$ cat src/rtl/cmos_frame_ctrl.sv
// cmos_frame_ctrl: capture sequencer between the pixel packer and the frame-buffer writer.
// Arms on host command, optionally discards start-up frames, then gates whole
// VSYNC-aligned RGB565 frames to the writer with start/done strobes and counters.
//
// Ports:
//   pclk, rst         pixel clock, asynchronous active-high reset
//   cap_en            level, continuous capture while high
//   cap_single        pulse, capture exactly one frame
//   skip_num[3:0]     frames discarded after arming (sampled leaving IDLE)
//   vs_i, de_i        VSYNC (rising edge = frame boundary), pixel valid
//   pdata_i[15:0]     RGB565 pixel
//   de_o, pdata_o     gated pixel stream to writer (one cycle latency)
//   frame_start       pulse, a captured frame begins
//   frame_done        pulse, a captured frame ended
//   busy              high outside IDLE
//   pix_x, line_y     pixels in current line, completed lines in frame
//   frame_cnt         captured frames, wrapping
//   size_err, err_clr sticky geometry error and its clear
//
// Build option: define CMOS_FRAME_CHECK_EN to enable line-length and
// short-frame checking; otherwise size_err is tied low.

module cmos_frame_ctrl #(
   parameter int H_ACT = 1280,
   parameter int V_ACT = 720
) (
   input  logic        pclk,
   input  logic        rst,
   input  logic        cap_en,
   input  logic        cap_single,
   input  logic [3:0]  skip_num,
   input  logic        vs_i,
   input  logic        de_i,
   input  logic [15:0] pdata_i,
   output logic        de_o,
   output logic [15:0] pdata_o,
   output logic        frame_start,
   output logic        frame_done,
   output logic        busy,
   output logic [11:0] pix_x,
   output logic [11:0] line_y,
   output logic [15:0] frame_cnt,
   output logic        size_err,
   input  logic        err_clr
);

   localparam logic [1:0] IDLE    = 2'd0;
   localparam logic [1:0] WAIT_VS = 2'd1;
   localparam logic [1:0] SKIP    = 2'd2;
   localparam logic [1:0] CAPTURE = 2'd3;

   localparam logic [11:0] V_LIM = 12'(V_ACT);

   logic [1:0] state;
   logic [3:0] skip_cnt;
   logic       single_pend;
   logic       vs_r;
   logic       de_r;

   logic vs_rise;
   logic de_fall;
   logic armed;
   logic in_cap;
   logic start_now;
   logic short_end;
   logic last_line;
   logic gate;

   always_comb begin
      vs_rise   = vs_i & ~vs_r;
      de_fall   = ~de_i & de_r;
      armed     = cap_en | single_pend;
      in_cap    = (state == CAPTURE);
      // A pixel arriving with the opening vs_rise belongs to the new frame.
      start_now = vs_rise &
                  (((state == WAIT_VS) & armed & (skip_cnt == 4'd0)) |
                   ((state == SKIP) & (skip_cnt == 4'd1)));
      short_end = in_cap & vs_rise;
      last_line = in_cap & ~vs_rise & de_fall & (line_y == V_LIM - 12'd1);
      // A short frame that ends capture must not pass the next frame's pixel.
      gate      = de_i & (start_now | (in_cap & ~(short_end & ~cap_en)));
   end

   assign busy = (state != IDLE);

   always_ff @(posedge pclk or posedge rst) begin
      if (rst) begin
         state       <= IDLE;
         skip_cnt    <= 4'd0;
         single_pend <= 1'b0;
         vs_r        <= 1'b0;
         de_r        <= 1'b0;
         de_o        <= 1'b0;
         pdata_o     <= 16'd0;
         frame_start <= 1'b0;
         frame_done  <= 1'b0;
         pix_x       <= 12'd0;
         line_y      <= 12'd0;
         frame_cnt   <= 16'd0;
      end else begin
         vs_r        <= vs_i;
         de_r        <= de_i;
         frame_start <= 1'b0;
         frame_done  <= 1'b0;
         de_o        <= gate;
         if (gate)
            pdata_o <= pdata_i;

         unique case (state)
            IDLE: begin
               pix_x  <= 12'd0;
               line_y <= 12'd0;
               if (armed) begin
                  state    <= WAIT_VS;
                  skip_cnt <= skip_num;
               end
            end
            WAIT_VS: begin
               pix_x  <= 12'd0;
               line_y <= 12'd0;
               if (!armed) begin
                  state <= IDLE;
               end else if (vs_rise) begin
                  if (skip_cnt == 4'd0) begin
                     state       <= CAPTURE;
                     frame_start <= 1'b1;
                     pix_x       <= {11'd0, de_i};
                  end else begin
                     state <= SKIP;
                  end
               end
            end
            SKIP: begin
               pix_x  <= 12'd0;
               line_y <= 12'd0;
               if (vs_rise) begin
                  if (skip_cnt == 4'd1) begin
                     state       <= CAPTURE;
                     frame_start <= 1'b1;
                     pix_x       <= {11'd0, de_i};
                     skip_cnt    <= 4'd0;
                  end else begin
                     skip_cnt <= skip_cnt - 4'd1;
                  end
               end
            end
            CAPTURE: begin
               if (vs_rise) begin
                  // Short frame: close it, restart in place if still enabled.
                  frame_done <= 1'b1;
                  frame_cnt  <= frame_cnt + 16'd1;
                  line_y     <= 12'd0;
                  if (cap_en) begin
                     frame_start <= 1'b1;
                     pix_x       <= {11'd0, de_i};
                  end else begin
                     state       <= IDLE;
                     pix_x       <= 12'd0;
                     single_pend <= 1'b0;
                  end
               end else if (de_fall) begin
                  pix_x  <= 12'd0;
                  line_y <= line_y + 12'd1;
                  if (last_line) begin
                     // line_y shows V_ACT for one cycle, then the new state clears it.
                     frame_done <= 1'b1;
                     frame_cnt  <= frame_cnt + 16'd1;
                     if (cap_en) begin
                        state    <= WAIT_VS;
                        skip_cnt <= 4'd0;
                     end else begin
                        state       <= IDLE;
                        single_pend <= 1'b0;
                     end
                  end
               end else if (de_i) begin
                  pix_x <= pix_x + 12'd1;
               end
            end
            default: state <= IDLE;
         endcase

         // A new single request outranks the clear from a finishing frame.
         if (cap_single)
            single_pend <= 1'b1;
      end
   end

`ifdef CMOS_FRAME_CHECK_EN
   localparam logic [11:0] H_LIM = 12'(H_ACT);

   logic line_bad;
   logic err_set;

   always_comb begin
      line_bad = in_cap & ~vs_rise & de_fall & (pix_x != H_LIM);
      err_set  = line_bad | short_end;
   end

   always_ff @(posedge pclk or posedge rst) begin
      if (rst)
         size_err <= 1'b0;
      else if (err_set)
         size_err <= 1'b1;
      else if (err_clr)
         size_err <= 1'b0;
   end
`else
   logic unused_err_clr;
   assign unused_err_clr = err_clr;
   assign size_err       = 1'b0;
`endif

endmodule

$ cat config.mk
export PLATFORM = sky130hd
export DESIGN_NAME = cmos_frame_ctrl
export DESIGN_NICKNAME = d
export VERILOG_FILES = /design/src/rtl/cmos_frame_ctrl.sv
export SDC_FILE = /design/constraint.sdc
export NUM_CORES = 1
export LEC_CHECK = 0
export ABC_AREA = 1
export BUFFER_PORTS_ARGS = -buffer_cell sky130_fd_sc_hd__buf_2
export CORE_AREA = 5 5 111 113
export DETAILED_ROUTE_END_ITERATION = 8
export DIE_AREA = 0 0 116 118
export PLACE_DENSITY_LB_ADDON = 0.2
export SYNTH_ARGS = -nofsm -noshare
export SYNTH_HDL_FRONTEND = slang
export SYNTH_SLANG_ARGS = --single-unit
$ cat constraint.sdc
create_clock -name pclk -period 2.3 [get_ports pclk]
set_clock_uncertainty 0.2 [all_clocks]
set_input_delay 0.46 -clock pclk [delete_from_list [all_inputs] [get_ports pclk]]
set_output_delay 0.46 -clock pclk [all_outputs]
set_load 0.02 [all_outputs]
==> metrics.csv, run 1 <==
stage;metric;value;unit
outcome;run status;finished, final reports clean;
detailed_routing;drt drc;0;
floorplanning;core footprint;0.0112;mm²
timing;Hold Slack;2.61;ps
worst_setup_path;Max stage delay on crit path;400;ps
global_route;antenna violations before repair;0;
power;Leak;2.46;nW
yosys;synth unique cells;38;
global_route;Congestion Overflow GR;0;
timing;Final Setup Violations;0;
yosys;top cell type's share of synthesized area;44.7;%
power;Power Dens Cells;1040;mW/mm²
yosys;largest family of logic cells by synthesized area;simple AND/OR/NAND/NOR gates;
floorplanning;Initial Util;33.9;%
floorplanning;Die W;116;µm
detailed_routing;wire per inst;12.9;µm
worst_setup_path;CP required;2310;ps
power;total power;4.89;mW
cts;Root Driver;clkbuf_16;
flow_run;Max Cap Viol;0;
cts;CTS Buf Count;9;
cts;CTS tree;built;
global_route;vias in the first global route;3331;
cts;clock latency on the worst-skew pair;330;ps
detailed_routing;DR iter-0 viols;286;
worst_setup_path;CP delay by family, top;simple AND/OR/NAND/NOR gates;
placed_design;pre-CTS WS;247;ps
placed_design;GPL Wtd Cong;0.799;
placed_design;Buffers on Ports;85;
yosys;Ys Warns;0;
timing;RSZ-0062 raised after global routing;false;
worst_setup_path;crit end category;flop;
timing;Slew Limit Fails;0;
finish;non-filler cells, final;731;
finish;NumNets Final;615;
finish;Ant. Diodes;0;
timing;fmax;486;MHz
timing;setup TNS;0;ps
yosys;Syn Std Cell Area;0.00381;mm²
worst_setup_path;Worst Setup Start Kind;flop;
yosys;gate count after technology mapping;491;
worst_setup_path;Reg2Reg Depth;11;
worst_setup_path;CP arrival;2070;ps
yosys;Synth Area in Simple Gates;35.2;%
detailed_routing;number of routed nets with antenna violations;0;
worst_setup_path;critical path class;flop to flop;
floorplanning;die area;0.0137;mm²
cts;# resized after CTS;0;
cts;Sink Count;68;
placed_design;Placed Cells;715;
placed_design;HPWL after detailed placement;7000;µm
detailed_routing;drt via density;4.71;
worst_setup_path;CP max stage cell;dfrtp_1;
timing;minimum clock period;2060;ps
timing;final worst setup slack;243;ps
detailed_routing;final WL;9460;µm
yosys;Synth area leaders;dfrtp_1, nand2_1, nand3_1, inv_1, nor2_1;
yosys;Async SR Flop Fraction;100;%
global_route;largest net degree at the start of global routing;69;
timing;final worst path period share;89.4;%
cts;Post-CTS Setup Inserts;0;
yosys;Mapped Nets;523;
yosys;register area share after synthesis;44.7;%
floorplanning;number of core rows;39;
yosys;Synth Area in Compound Gates;7.65;%
cts;Clock Path Buffers;2;
yosys;EDFF count, synth;0;
worst_setup_path;launch point of the worst reg-to-reg path;skip_cnt[0];
yosys;Most used DFF post-synth;dfrtp_1;
worst_setup_path;Critical path origin;skip_cnt[0];
hold_path;worst hold path type;input port to asynchronous set/reset pin;
cts;Reg clk slew, reported paths;60;ps
worst_setup_path;CP endpoint;pdata_o[13];
cts;H-tree Lvls;3;
yosys;flop and latch count out of synthesis;68;
worst_setup_path;crit path cell chain;inv_1, ha_1, inv_1, nor3_1, nand2_2, o21ai_2, nand2_2, nand2_4, nand2_4, nand2_1, nand2_1;
yosys;Synth Area in XOR/XNOR;2.99;%
timing;Final Hold Fails;0;
yosys;Avg Inst Size Synth;7.76;µm²
yosys;mux contribution to synthesized area;0;%
power;maximum vdd drop;0.000444;V
global_route;first-pass GRT wire length;16200;µm
worst_setup_path;Worst R2R End;pdata_o[13];
finish;proportion of layout cells with a drive suffix above 1;24.3;%
yosys;post-synthesis adder-cell area fraction;1.64;%
yosys;most frequent cells after synthesis;nand2_1, dfrtp_1, inv_1, nand3_1, nor2_1;
floorplanning;Ports;88;
worst_setup_path;flop-to-flop setup slack;240;ps
floorplanning;DIE HEIGHT;118;µm
detailed_routing;Vias;3442;
worst_setup_path;worst path bufs/invs;2;
worst_setup_path;crit path max fanout;17;
finish;synth-to-layout area growth;22.9;%
yosys;dominant cell type by area after synthesis;dfrtp_1;
global_route;Overall Global Routing Usage;14.6;%
worst_setup_path;instance count on the critical path;11;
cts;hold_buf cts;0;
yosys;most frequent cell after synthesis;nand2_1;
detailed_routing;Pre-Repair DR Iteration Count;4;
==> final cells by class <==
| type | instances | area, µm² |
|---|---|---|
| Fill cell | 1190 | 6540 |
| Sequential cell | 68 | 1700 |
| Tap cell | 143 | 179 |
| Multi-Input combinational cell | 359 | 1810 |
| Inverter | 56 | 219 |
| Timing Repair Buffer | 89 | 468 |
| Clock buffer | 12 | 256 |
| Clock inverter | 4 | 47.5 |
==> flip-flops by register name, indices dropped and copies added (netlist names), named ones only <==
name / flops
frame_cnt: 16
pdata_o: 16
line_y: 12
pix_x: 12
skip_cnt: 4
de_o: 1
de_r: 1
frame_done: 1
frame_start: 1
single_pend: 1
state: 1
vs_r: 1
==> stage by stage <==
stage                     utilization (%)  instance area [µm²]
after global routing                 41.7                 4680
after floorplan                         -                 3810
final                                41.7                 4680
after global placement               39.0                 4380
after CTS                            41.7                 4680
after detailed placement             39.0                 4380
==> how the worst min path moves through the flow <==
stage / startpoint / end / slack [ps] / depth (start not counted)
final: rst / pdata_o[4] / 3 / 3
after global routing: vs_i / vs_r / 60 / 1
after floorplan: single_pend / single_pend / 260 / 2
after detailed placement: pdata_o[0] / pdata_o[0] / 250 / 2
after global placement: pdata_o[0] / pdata_o[0] / 250 / 2
after CTS: rst / frame_cnt[15] / 50 / 3
==> layout by cell type (no fill, tap or decap), types with 2 or more instances in the layout <==
cell / synthesis / routed
clkbuf_8: 0 / 2
nor2_4: 2 / 2
o21ai_2: 9 / 9
o21ai_0: 20 / 20
xnor2_1: 4 / 4
nor2_1: 48 / 48
clkbuf_16: 0 / 9
clkinv_2: 0 / 2
nand3_1: 48 / 48
dfrtp_1: 68 / 68
nand2_1: 155 / 155
nor2_2: 2 / 2
ha_1: 5 / 5
a22o_1: 2 / 2
a21oi_1: 11 / 11
xor2_1: 9 / 9
inv_2: 6 / 6
clkinvlp_4: 0 / 2
buf_2: 0 / 85
inv_1: 48 / 47
a31oi_1: 2 / 2
buf_4: 3 / 3
nand2_8: 2 / 2
nand3_2: 2 / 2
nand2_2: 8 / 8
nand2_4: 4 / 4
nand4_1: 7 / 7
nor3_1: 9 / 9
==> kinds of logic (layout without fill, tap and decap cells) <==
kind of cell | after synthesis | in the layout
AND/OR/NAND/NOR | 292 | 292
buffers and inverters | 64 | 161
AO/OA/AOI/OAI | 48 | 48
adder cells (fa/ha/maj) | 5 | 5
XOR/XNOR | 13 | 13
flip-flops | 68 | 68
other | 1 | 1
==> worst reg2reg max path: stages, from the launching register on <==
cell,delay [ps]
dfrtp_1,400
inv_1,110
ha_1,190
inv_1,50
nor3_1,200
nand2_2,90
o21ai_2,90
nand2_2,90
nand2_4,190
nand2_4,190
nand2_1,100
nand2_1,50
==> layer usage <==
metal	part of all wire [%]	routed length, µm	vias up	track usage, %
met5	0	0	-	0
met4	1.1	106	0	3.92
met3	4.8	457	12	4.47
met2	49	4630	74	23.6
met1	45	4270	1602	18.8
li1	-	-	1754	-
==> report_power, final <==
group / internal (mW) / leakage, nW / total (mW) / switching [mW]
Clock: 0.895 / 0.149 / 1.40 / 0.507
Combinational: 0.592 / 1.42 / 1.78 / 1.19
Sequential: 1.48 / 0.893 / 1.71 / 0.236
Note: power is estimated with default switching activity, not from simulation.
==> run 2, diff against run 1 <==
--- a/config.mk
+++ b/config.mk
@@ -7,9 +7,11 @@
 export LEC_CHECK = 0
 export ABC_AREA = 1
 export BUFFER_PORTS_ARGS = -buffer_cell sky130_fd_sc_hd__buf_2
-export CORE_AREA = 5 5 111 113
+export CELL_PAD_IN_SITES_DETAIL_PLACEMENT = 1
+export CELL_PAD_IN_SITES_GLOBAL_PLACEMENT = 2
+export CORE_AREA = 2 2 120 122
 export DETAILED_ROUTE_END_ITERATION = 8
-export DIE_AREA = 0 0 116 118
+export DIE_AREA = 0 0 122 124
 export PLACE_DENSITY_LB_ADDON = 0.2
 export SYNTH_ARGS = -nofsm -noshare
 export SYNTH_HDL_FRONTEND = slang
==> run 2 against run 1 <==
Maximum frequency fell by 0.79%. Utilization down 6.8 points. Non-clock buffer count rose by 2. Worst setup slack got worse by 16 ps. Combinational power barely moved. Routed wire length grew 17%. Sequential power is essentially flat. Total power is 4.5% higher. Sequential cell count stayed put. Count of clock-buffer cells in the layout fell by 1. Largest power group unchanged.
==> metrics.csv, run 2 (same netlist as run 1, synthesis figures left out) <==
stage;metric;value;unit;change
outcome;run status;finished, final reports clean;;
floorplanning;Initial Util;27.8;%;-6.2 points
finish;most frequent cells in the layout;nand2_1, buf_2, dfrtp_1, nand3_1, nor2_1;;
global_route;largest net degree at the start of global routing;32;;-54%
placed_design;Buffers on Ports;85;;unchanged
floorplanning;die area;0.0151;mm²;+11%
finish;synth-to-layout area growth;25.8;%;
timing;fmax;482;MHz;-0.79%
finish;proportion of layout cells with a drive suffix above 1;24.6;%;+0.26 points
detailed_routing;drt drc;0;;unchanged
finish;post-route cell area;0.00479;mm²;+2.3%
cts;CTS tree;built;;
global_route;Overall Global Routing Usage;15.7;%;+1.1 points
detailed_routing;drt via density;4.55;;-3.4%
power;Power Dens Cells;1070;mW/mm²;+2.1%
timing;Final Hold Fails;0;;unchanged
cts;Clock Path Buffers;2;;unchanged
worst_setup_path;critical path class;flop to flop;;
timing;final worst path period share;90.1;%;+0.71 points
finish;Ant. Diodes;0;;unchanged
finish;most common cell after layout, fill and taps aside;nand2_1;;
timing;RSZ-0062 raised after global routing;false;;
worst_setup_path;CP delay by family, top;simple AND/OR/NAND/NOR gates;;
worst_setup_path;crit end category;flop;;
timing;Slew Limit Fails;0;;unchanged
finish;non-filler cells, final;770;;+5.3%
global_route;antenna violations before repair;0;;unchanged
detailed_routing;number of routed nets with antenna violations;0;;unchanged
worst_setup_path;Critical path origin;skip_cnt[0];;
timing;Least-Margin Pin Slew;549;ps;
cts;# resized after CTS;0;;unchanged
detailed_routing;final WL;11000;µm;+17%
worst_setup_path;crit path max fanout;17;;unchanged
hold_path;worst hold path type;input port to flop;;
worst_setup_path;flop-to-flop setup slack;230;ps;-20 ps
worst_setup_path;CP arrival;2110;ps;+40 ps
cts;Post-CTS Setup Inserts;0;;unchanged
timing;minimum clock period;2070;ps;+16.3 ps
global_route;vias in the first global route;3627;;+8.9%
floorplanning;Die W;122;µm;+5.2%
timing;setup TNS;0;ps;unchanged
floorplanning;DIE HEIGHT;124;µm;+5.1%
detailed_routing;Pre-Repair DR Iteration Count;4;;unchanged
worst_setup_path;crit path cell chain;inv_1, ha_1, inv_1, nor3_1, nand2_2, o21ai_2, nand2_2, nand2_4, nand2_4, nand2_1, nand2_1;;
global_route;first-pass GRT wire length;18300;µm;+13%
hold_path;Worst Hold Launch;vs_i;;
worst_setup_path;Worst Setup Start Kind;flop;;
worst_setup_path;CP max stage cell;dfrtp_1;;
power;Leak;2.48;nW;+0.93%
worst_setup_path;Max stage delay on crit path;410;ps;about the same
floorplanning;core footprint;0.0137;mm²;+22%
placed_design;Area after DPL;0.00445;mm²;+1.5%
flow_run;Max Cap Viol;0;;unchanged
floorplanning;number of core rows;43;;+10%
global_route;Congestion Overflow GR;0;;unchanged
timing;Hold Slack;67.8;ps;+65.1 ps
finish;Largest regs;frame_cnt x16, pdata_o x16;;
cts;Root Driver;clkbuf_16;;
timing;Slew Limit Headroom;63.3;%;
placed_design;GPL Wtd Cong;0.792;;-0.81%
cts;hold_buf cts;1;;+1
timing;Final Setup Violations;0;;unchanged
cts;clock latency on the worst-skew pair;350;ps;+20 ps
cts;Reg clk slew, reported paths;60;ps;about the same
floorplanning;Ports;88;;unchanged
worst_setup_path;worst path bufs/invs;2;;unchanged
finish;final core occ;34.9;%;-6.8 points
cts;Sink Count;68;;unchanged
cts;H-tree Lvls;3;;unchanged
placed_design;HPWL after detailed placement;8310;µm;+19%
power;maximum vdd drop;0.000424;V;-4.4%
cts;CTS Buf Count;9;;unchanged
detailed_routing;DR iter-0 viols;162;;-43%
worst_setup_path;launch point of the worst reg-to-reg path;skip_cnt[0];;
detailed_routing;wire per inst;14.3;µm;+11%
worst_setup_path;CP required;2340;ps;+30 ps
detailed_routing;Vias;3502;;+1.7%
finish;NumNets Final;617;;+0.33%
placed_design;Placed Cells;753;;+5.3%
run 2: cell type report:
cell class	count	area (µm²)
fill	1733	8930
multi-input combinational	359	1810
sequential	68	1700
timing repair buffer	91	498
clock buffer	11	253
tap	180	225
inverter	56	219
clock inverter	5	83.8
run 2: power breakdown:
| part | switching, mW | internal (mW) |
|---|---|---|
| Combinational | 1.21 | 0.597 |
| Clock | 0.567 | 1.01 |
| Sequential | 0.249 | 1.48 |
| Total | 2.03 | 3.08 |
run 2: layer usage:
layer  share of wire [%]  global-route usage [%]
met5                   0                       0
met4                 1.5                    5.82
met3                 3.4                    3.48
met2                  49                    26.2
met1                  47                    19.9
run 2: metrics by stage:
stage | power, mW | worst slack, ps
after global routing | 5.50 | 6.98
after CTS | 5.21 | 190
after global placement | 3.55 | 214
after detailed placement | 3.60 | 182
after floorplan | 3.03 | 417
final | 5.11 | 227
run 2: worst paths after layout:
kind                           endpoint  cells past startpoint
max                         pdata_o[10]                     11
min                                vs_r                      1
max reg2reg                 pdata_o[10]                     11
min reg2reg                 pdata_o[12]                      2
max in group asynchronous  frame_cnt[8]                      4
min in group asynchronous    pdata_o[4]                      3
==> run 3, diff against run 2 <==
--- a/config.mk
+++ b/config.mk
@@ -5,13 +5,13 @@
 export SDC_FILE = /design/constraint.sdc
 export NUM_CORES = 1
 export LEC_CHECK = 0
-export ABC_AREA = 1
+export ABC_AREA = 0
 export BUFFER_PORTS_ARGS = -buffer_cell sky130_fd_sc_hd__buf_2
 export CELL_PAD_IN_SITES_DETAIL_PLACEMENT = 1
 export CELL_PAD_IN_SITES_GLOBAL_PLACEMENT = 2
-export CORE_AREA = 2 2 120 122
+export CORE_AREA = 2 2 108 110
 export DETAILED_ROUTE_END_ITERATION = 8
-export DIE_AREA = 0 0 122 124
+export DIE_AREA = 0 0 110 112
 export PLACE_DENSITY_LB_ADDON = 0.2
 export SYNTH_ARGS = -nofsm -noshare
 export SYNTH_HDL_FRONTEND = slang
==> run 3 against run 2 <==
Clock power increased by 8%. Area after synthesis is 17% lower. Global-route usage down 1.1 points. Final area down 6.6%. Combinational power decreased by 19%.
==> metrics.csv, run 3 <==
stage;metric;value;unit;change
outcome;run status;finished, final reports clean;;
yosys;gate count after technology mapping;296;;-40%
global_route;Overall Global Routing Usage;14.5;%;-1.1 points
yosys;most frequent cell after synthesis;dfrtp_1;;
cts;Root Driver;clkbuf_16;;
yosys;Synth area leaders;dfrtp_1, xor2_1, mux2_2, nor2_1, nand2_1;;
finish;final core occ;40.0;%;+5.1 points
power;Leak;2.17;nW;-13%
floorplanning;Ports;88;;unchanged
power;Power Dens Cells;1070;mW/mm²;+0.69%
floorplanning;core footprint;0.0112;mm²;-19%
yosys;Synth Area in XOR/XNOR;9.38;%;+6.4 points
detailed_routing;drt via density;4.65;;+2.3%
yosys;Avg Inst Size Synth;10.7;µm²;+38%
worst_setup_path;Worst Setup Start Kind;flop;;
cts;CTS Buf Count;9;;unchanged
finish;Largest regs;frame_cnt x16, pdata_o x16;;
floorplanning;die area;0.0123;mm²;-19%
yosys;EDFF count, synth;0;;unchanged
hold_path;worst hold path type;input port to asynchronous set/reset pin;;
detailed_routing;final WL;8550;µm;-23%
yosys;Ys Warns;0;;unchanged
cts;H-tree Lvls;3;;unchanged
detailed_routing;Pre-Repair DR Iteration Count;4;;unchanged
global_route;antenna violations before repair;1;;+1
finish;post-route cell area;0.00447;mm²;-6.6%
cts;Sink Count;68;;unchanged
power;total power;4.80;mW;-6.0%
yosys;mux contribution to synthesized area;5.68;%;+5.7 points
yosys;register area share after synthesis;53.6;%;+9.0 points
detailed_routing;wire per inst;15.2;µm;+6.0%
worst_setup_path;CP arrival;2240;ps;+130 ps
timing;Final Setup Violations;0;;unchanged
worst_setup_path;critical path class;flop to flop;;
timing;RSZ-0062 raised after global routing;true;;
finish;most frequent cells in the layout;buf_2, dfrtp_1, nor2_1, buf_4, xor2_1;;
timing;Final Hold Fails;0;;unchanged
finish;Fill cells;1286;;-26%
worst_setup_path;crit end category;flop;;
placed_design;Buffers on Ports;85;;unchanged
cts;hold_buf cts;0;;-1
floorplanning;number of core rows;39;;-9.3%
global_route;vias in the first global route;2699;;-26%
finish;synth-to-layout area growth;41.0;%;
yosys;largest family of logic cells by synthesized area;simple AND/OR/NAND/NOR gates;;
detailed_routing;drt drc;0;;unchanged
timing;Slew Limit Fails;0;;unchanged
global_route;largest net degree at the start of global routing;69;;+120%
yosys;dominant cell type by area after synthesis;dfrtp_1;;
cts;clock latency on the worst-skew pair;330;ps;-20 ps
floorplanning;DIE HEIGHT;112;µm;-9.7%
cts;Clock Path Buffers;2;;unchanged
placed_design;HPWL after detailed placement;6030;µm;-27%
yosys;Mapped Nets;328;;-37%
detailed_routing;number of routed nets with antenna violations;0;;unchanged
timing;fmax;449;MHz;-7.0%
global_route;Congestion Overflow GR;0;;unchanged
finish;NumNets Final;447;;-28%
global_route;first-pass GRT wire length;13900;µm;-24%
finish;proportion of layout cells with a drive suffix above 1;40.5;%;+16 points
yosys;top cell type's share of synthesized area;53.6;%;+9.0 points
timing;final worst path period share;96.9;%;+6.8 points
yosys;post-synthesis adder-cell area fraction;1.97;%;+0.33 points
detailed_routing;Vias;2620;;-25%
placed_design;Placed Cells;543;;-28%
power;maximum vdd drop;0.000436;V;+2.8%
floorplanning;Initial Util;28.4;%;+0.63 points
yosys;Synth Area in Compound Gates;7.41;%;-0.24 points
yosys;Most used DFF post-synth;dfrtp_1;;
timing;Hold Slack;28.7;ps;-39.1 ps
finish;Ant. Diodes;0;;unchanged
worst_setup_path;CP required;2310;ps;-30 ps
yosys;Syn Std Cell Area;0.00317;mm²;-17%
worst_setup_path;crit path max fanout;4;;-13
finish;non-filler cells, final;563;;-27%
yosys;Synth Area in Simple Gates;19.0;%;-16 points
cts;Reg clk slew, reported paths;60;ps;about the same
yosys;Async SR Flop Fraction;100;%;unchanged
placed_design;Area after DPL;0.00398;mm²;-10%
yosys;flop and latch count out of synthesis;68;;unchanged
flow_run;Max Cap Viol;0;;unchanged
timing;minimum clock period;2230;ps;+156 ps
yosys;synth unique cells;44;;+16%
cts;CTS tree;built;;
yosys;most frequent cells after synthesis;dfrtp_1, nor2_1, nand2_1, xor2_1, mux2_2;;
detailed_routing;DR iter-0 viols;51;;-69%
placed_design;GPL Wtd Cong;0.730;;-7.9%
finish;most common cell after layout, fill and taps aside;buf_2;;
floorplanning;Die W;110;µm;-9.8%
[run 3: area by class of cell]
cell class	instances	area, µm²	area share, %
Inverter	13	55.1	1.23
Clock buffer	10	229	5.12
Clock inverter	6	136	3.05
Multi-Input combinational cell	206	1440	32.3
Tap cell	143	179	4.00
Timing Repair Buffer	117	729	16.3
Sequential cell	68	1700	38.0
[run 3: layer usage]
layer / GRT usage, % / share of wire [%] / up-vias
met4: 6.41 / 2.0 / 2
met3: 3.04 / 2.9 / 14
li1: - / - / 1262
met2: 22.4 / 48 / 45
met1: 19.5 / 47 / 1297
met5: 0 / 0.19 / -
[run 3: worst paths after layout]
| check | cells after the start | from | to | slack, ps |
|---|---|---|---|---|
| min in group pclk | 1 | vs_i | vs_r | 60 |
| setup / recovery | 8 | skip_cnt[1] | pdata_o[3] | 70 |
| hold / removal | 3 | rst | frame_cnt[5] | 30 |
| hold reg to reg | 1 | frame_cnt[15] | frame_cnt[15] | 280 |
| max in group asynchronous | 3 | rst | vs_r | 1550 |
| setup reg to reg | 8 | skip_cnt[1] | pdata_o[3] | 70 |
[run 3: per-stage QoR]
stage / setup TNS (ps) / setup slack, ps
4_1_cts: 0 / 6.57
2_1_floorplan: 0 / 5.40
3_3_place_gp: -871 / -54.8
5_1_grt: -221 / -30.1
3_5_place_dp: -693 / -53.5
6_report: 0 / 70.9
[run 3: worst max-delay path, cell delays in order, from the launching register on]
cell and delay, ps:
dfrtp_1 390, inv_2 70, ha_1 120, or3b_4 370, o32a_1 210, o21ai_2 190, nand2_4 100, clkbuf_16 170
mux2_2 280
[run 3: logic make-up after synthesis]
logic type,count (synthesis)
simple gates,114
flops,68
compound gates,36
xor+xnor,34
buf+inv,22
mux,16
fa+ha+maj,5
other cells,1
[run 3: report_power, final]
group	internal (mW)	leakage (nW)	switching, mW
registers	1.44	0.889	0.203
logic	0.657	1.11	0.801
clock network	1.17	0.173	0.528
total	3.27	2.17	1.53
[run 3: what timing repair did]
action                                  CTS  global route
gates cloned                              0             2
endpoints found under the hold margin     0             0
buffers inserted                          0             2
pin swaps                                 1             6
endpoints found under the setup margin   18            26
resized for setup                         3            16
